`src/rtl/clock_display_scan.sv`:
```
// Six-digit multiplexed h:m:s display: snapshots the time fields once per frame and
// turns each digit slot's field into BCD by repeated subtraction of ten before lighting it.
module clock_display_scan #(
  parameter int SCAN_DIV     = 50000,
  parameter int BLINK_FRAMES = 64
) (
  input  logic       clk,
  input  logic       rst,
  input  logic [6:0] hour,
  input  logic [6:0] min,
  input  logic [6:0] sec,
  input  logic [2:0] blink_en,
  output logic [5:0] an_n,
  output logic [6:0] seg_n,
  output logic       dp_n,
  output logic       frame_tick
);
  localparam int CW = $clog2(SCAN_DIV);
  localparam int FW = (BLINK_FRAMES > 1) ? $clog2(BLINK_FRAMES) : 1;
  localparam logic [CW-1:0] SLOT_LAST  = CW'(SCAN_DIV - 1);
  localparam logic [FW-1:0] FRAME_LAST = FW'(BLINK_FRAMES - 1);

  logic [CW-1:0] slot_cnt;
  logic [2:0]    idx, idx_nxt;
  logic [6:0]    snap_h, snap_m, snap_s, load_val, rem;
  logic [3:0]    tens, digit;
  logic [6:0]    pattern;
  logic          dash, slot_end, new_frame, field_blink, blanked, colon;
  logic [FW-1:0] frame_cnt;
  logic          frame_seen, blink_phase;

  always_comb begin
    slot_end  = (slot_cnt == SLOT_LAST);
    idx_nxt   = (idx == 3'd5) ? 3'd0 : idx + 3'd1;
    new_frame = slot_end && (idx_nxt == 3'd0);
    // idx 0 loads on the same edge the snapshot is captured, so it must read the live input
    case (idx_nxt)
      3'd0:       load_val = sec;
      3'd1:       load_val = snap_s;
      3'd2, 3'd3: load_val = snap_m;
      default:    load_val = snap_h;
    endcase
    case (idx[2:1])
      2'd0:    field_blink = blink_en[0];
      2'd1:    field_blink = blink_en[1];
      default: field_blink = blink_en[2];
    endcase
    blanked = blink_phase && field_blink;
    colon   = (idx == 3'd2) || (idx == 3'd4);
    digit   = idx[0] ? tens : rem[3:0];
    case (digit)
      4'd0:    pattern = 7'h40;
      4'd1:    pattern = 7'h79;
      4'd2:    pattern = 7'h24;
      4'd3:    pattern = 7'h30;
      4'd4:    pattern = 7'h19;
      4'd5:    pattern = 7'h12;
      4'd6:    pattern = 7'h02;
      4'd7:    pattern = 7'h78;
      4'd8:    pattern = 7'h00;
      4'd9:    pattern = 7'h10;
      default: pattern = 7'h7F;
    endcase
  end

  always_ff @(posedge clk or posedge rst) begin
    if (rst) begin
      slot_cnt   <= SLOT_LAST;
      idx        <= 3'd5;
      rem        <= '0;
      tens       <= '0;
      dash       <= 1'b0;
      an_n       <= 6'h3F;
      seg_n      <= 7'h7F;
      dp_n       <= 1'b1;
      frame_tick <= 1'b0;
    end else begin
      frame_tick <= new_frame;
      if (slot_end) begin
        slot_cnt <= '0;
        idx      <= idx_nxt;
        rem      <= load_val;
        tens     <= '0;
        dash     <= (load_val >= 7'd100);
        an_n     <= 6'h3F;
        seg_n    <= 7'h7F;
        dp_n     <= 1'b1;
      end else begin
        slot_cnt <= slot_cnt + CW'(1);
        if (!dash && rem >= 7'd10) begin
          rem  <= rem - 7'd10;
          tens <= tens + 4'd1;
        end else begin
          // conversion settled: refresh every cycle so blink_en changes take effect live
          an_n  <= blanked ? 6'h3F : ~(6'd1 << idx);
          seg_n <= dash ? 7'h3F : pattern;
          dp_n  <= blanked || !colon;
        end
      end
    end
  end

  // Blink counts completed frames; the first snapshot after reset only opens frame 0.
  always_ff @(posedge clk or posedge rst) begin
    if (rst) begin
      snap_h      <= '0;
      snap_m      <= '0;
      snap_s      <= '0;
      frame_cnt   <= '0;
      frame_seen  <= 1'b0;
      blink_phase <= 1'b0;
    end else if (new_frame) begin
      snap_h     <= hour;
      snap_m     <= min;
      snap_s     <= sec;
      frame_seen <= 1'b1;
      if (frame_seen) begin
        if (frame_cnt == FRAME_LAST) begin
          frame_cnt   <= '0;
          blink_phase <= ~blink_phase;
        end else begin
          frame_cnt <= frame_cnt + FW'(1);
        end
      end
    end
  end
endmodule

```
`config.mk`:
```
export PLATFORM = sky130hd
export DESIGN_NAME = clock_display_scan
export DESIGN_NICKNAME = d
export VERILOG_FILES = /design/src/rtl/clock_display_scan.sv
export SDC_FILE = /design/constraint.sdc
export NUM_CORES = 1
export LEC_CHECK = 0
export CAP_MARGIN = 20
export CORE_AREA = 2 2 80 120
export DETAILED_ROUTE_END_ITERATION = 10
export DIE_AREA = 0 0 82 122
export GPL_ROUTABILITY_DRIVEN = 0
export PLACE_DENSITY_LB_ADDON = 0.2
export SYNTH_ARGS = -nofsm -noshare
export SYNTH_HDL_FRONTEND = slang
export SYNTH_SLANG_ARGS = --single-unit
```
`constraint.sdc`:
```
create_clock -name clk -period 2.99 [get_ports clk]
set_input_delay 0.299 -clock clk [delete_from_list [all_inputs] [get_ports clk]]
set_output_delay 0.299 -clock clk [all_outputs]
set_load 0.01 [all_outputs]
```
==> flow_metrics.py <==
metrics = {
    "run_status": {
        "status": "finished, final reports clean",
    },
    "logic_synthesis": {
        "synth_top_family_by_area": "simple AND/OR/NAND/NOR gates",
        "yosys.area_share.simple": 0.252,
        "syn_area_mm2": 0.00405,
        "ys_warn_count": 0,
        "synth_compound_area_frac": 0.138,
        "ys_ff_latch": 75,
        "yosys.area_share.adder": 0.0309,
        "syn_inst": 435,
        "postSynth.asyncResetShare": 1.00,
        "synthFlopType": "dfrtp_1",
        "synthMuxAreaShare": 0.0235,
        "synth.distinct_cells": 56,
        "synth_edf_count": 0,
        "synth-seq-area-share": 0.471,
        "synthXorXnorAreaFrac": 0.0497,
        "syn_avg_cell_area_um2": 9.32,
        "syn_nets": 471,
    },
    "finish": {
        "final_layout_size_suffix_gt1_frac": 0.129,
        "utilization": 0.540,
        "nets": 510,
        "layoutNonFillerInstCount": 591,
        "multiInputGateArea_mm2": 0.00200,
        "regArea_mm2": 0.00191,
        "fillCellCount": 843,
        "syn_to_final_growth_pct": 20.5,
        "diodes": 0,
    },
    "cts": {
        "clk_path_buf_depth": 2,
        "cts_sinks": 75,
        "cts.repair.resized": 0,
        "post_cts_buffers": 0,
        "htreeDepth": 3,
        "clk_latency_ns": 0.33,
        "postCtsHoldBufs": 0,
        "cts_tree": "built",
        "cts_root_buf": "clkbuf_16",
        "numCtsBuffers": 9,
        "clkTransAtPathRegs_ns": 0.06,
    },
    "worst_setup_path": {
        "crit_start": "idx[0]$_DFFE_PP1P_",
        "regToRegStartpoint": "idx[0]$_DFFE_PP1P_",
        "timing.rr.end": "seg_n[3]$_DFFE_PP1P_",
        "worstSetupStartpointType": "flip-flop",
        "reg2reg_slack_ns": 0.52,
        "critPathArrivalTime_ns": 2.73,
        "worst-setup-path-type": "flip-flop to flip-flop",
        "reg2reg_depth": 7,
        "worstPathMaxFanout": 12,
        "cp-end-kind": "flip-flop",
        "crit_required_ns": 3.25,
    },
    "timing": {
        "rsz0062_at_grt": "false",
        "setup_viol": 0,
        "fmax_ghz": 0.404,
        "slew_headroom": 0.518,
        "fin_crit_ns": 2.47,
        "fin_tns_setup_ns": 0,
        "post-route-period-util": 0.828,
        "finalClockSkew_ns": 0.00476,
        "hold_viol": 0,
        "tightestPinTransition_ns": 0.715,
        "maxSlewViolCount": 0,
    },
    "grt": {
        "grt_pass1_vias": 3313,
        "antenna_found_initial": 0,
        "grt_overflow": 0,
        "grt_pass1_wl_um": 15400,
        "grt_use_total": 0.203,
        "grt_max_degree": 30,
    },
    "floorplan": {
        "io_pins": 41,
        "fp.dieH_um": 122,
        "rows": 43,
        "initial_core_util": 0.449,
        "core-area_mm2": 0.00904,
        "die_w_um": 82,
        "die-area_mm2": 0.0100,
    },
    "detailed_routing": {
        "drcViolationCount": 0,
        "first_pass_iters": 4,
        "routed_via_density": 5.47,
        "routed-via-count": 3234,
        "ant_nets": 0,
        "wl_um": 9030,
        "wire_per_inst_um": 15.3,
        "drtIter0Drc": 133,
    },
    "power": {
        "ir_drop_v": 0.000333,
        "power_uw": 2210,
        "p_leak_uw": 0.00203,
        "powerDensity_mw_per_mm2": 453,
    },
    "min_path": {
        "hp-class": "input pin to asynchronous set/reset pin",
    },
    "run": {
        "maxCapViolations": 0,
    },
    "place": {
        "dp.cells": 575,
        "dpl.hpwl_um": 6650,
        "numPortBuffers": 40,
    },
}
## power by group
group          total [uW]  switching, uW  internal (uW)
clock network        1140            397            738
logic                58.6           27.3           31.3
registers            1020              0           1020
## registers in the layout, summed over array words and instances, names as in the netlist
| register | count |
|---|---|
| slot_cnt | 16 |
| rem | 7 |
| seg_n | 7 |
| snap_h | 7 |
| snap_m | 7 |
| snap_s | 7 |
| an_n | 6 |
| frame_cnt | 6 |
| tens | 4 |
| idx | 3 |
| blink_phase | 1 |
| dash | 1 |
| dp_n | 1 |
| frame_seen | 1 |
| frame_tick | 1 |
## cell type report
class / count / share of cell area
clock buffers: 15 / 0.0589
clock inverters: 1 / 0.00615
inverters: 10 / 0.00769
multi-input cells: 328 / 0.410
flip-flops and latches: 75 / 0.391
well taps: 112 / 0.0287
repair buffers: 50 / 0.0974
## layout by cell type, fill, tap and decap left out, types with 10 or more instances in the layout
| master | count |
|---|---|
| a21oi_1 | 11 |
| nand3_1 | 19 |
| o21ai_0 | 19 |
| xnor2_1 | 15 |
| dfrtp_1 | 50 |
| dfstp_2 | 25 |
| buf_4 | 10 |
| clkdlybuf4s50_1 | 40 |
| nor2_1 | 27 |
| ha_1 | 10 |
| nand2_1 | 99 |
## how the worst max path moves through the flow
stage | endpoint | slack (ns) | depth (start not counted)
CTS | seg_n[3]$_DFFE_PP1P_ | 0.53 | 7
finish | seg_n[3]$_DFFE_PP1P_ | 0.52 | 7
global route | dash$_DFFE_PP0P_ | 0.26 | 7
global placement | seg_n[3]$_DFFE_PP1P_ | 0.64 | 7
floorplan | dash$_DFFE_PP0P_ | 0.41 | 9
detailed placement | dash$_DFFE_PP0P_ | 0.54 | 7
## per-layer routing
metal,wire length (um),vias to the layer above,global-route usage
met3,265,18,0.0415
met5,0,-,0
li1,-,1595,-
met2,4920,68,0.359
met1,3560,1553,0.223
met4,281,0,0.104
## Yosys cell counts, types with 5 or more instances
master	n	area (um2)
a21oi_1	11	55.1
buf_2	10	50.1
clkbuf_1	9	33.8
dfrtp_1	50	1250
dfstp_2	25	657
ha_1	10	125
inv_1	10	37.5
mux2i_1	5	50.1
nand2_1	99	372
nand2b_1	9	56.3
nand3_1	19	95.1
nand4_1	5	31.3
nor2_1	27	101
nor3_1	6	30.0
nor4bb_1	6	60.1
o211ai_1	7	52.6
o21a_1	6	45.0
o21ai_0	19	95.1
o2bb2ai_1	6	52.6
xnor2_1	15	131
xor2_1	8	70.1
## per-stage QoR
step           instance area [um2]  setup slack, ns  hold slack, ns
4_1_cts                       4880            0.533           0.379
3_3_place_gp                  4570            0.643           0.453
2_1_floorplan                 4050            0.411           0.411
5_1_grt                       4880            0.261           0.431
3_5_place_dp                  4570            0.543           0.457
6_report                      4880            0.516           0.360
## cell families after synthesis
logic type,count (synthesis)
multiplexers,9
AND/OR/NAND/NOR,206
buffers and inverters,32
flip-flops,75
adder cells (fa/ha/maj),10
XOR/XNOR,23
AO/OA/AOI/OAI,80
## critical path: stages, from the launching register on
cell and delay (ns):
dfstp_2 0.67, inv_1 0.17, a21boi_0 0.53, ha_1 0.37, a211oi_1 0.25, a21oi_1 0.08
o21a_1 0.19, o21ai_0 0.14
No activity file was read; power rests on OpenSTA's default activity.
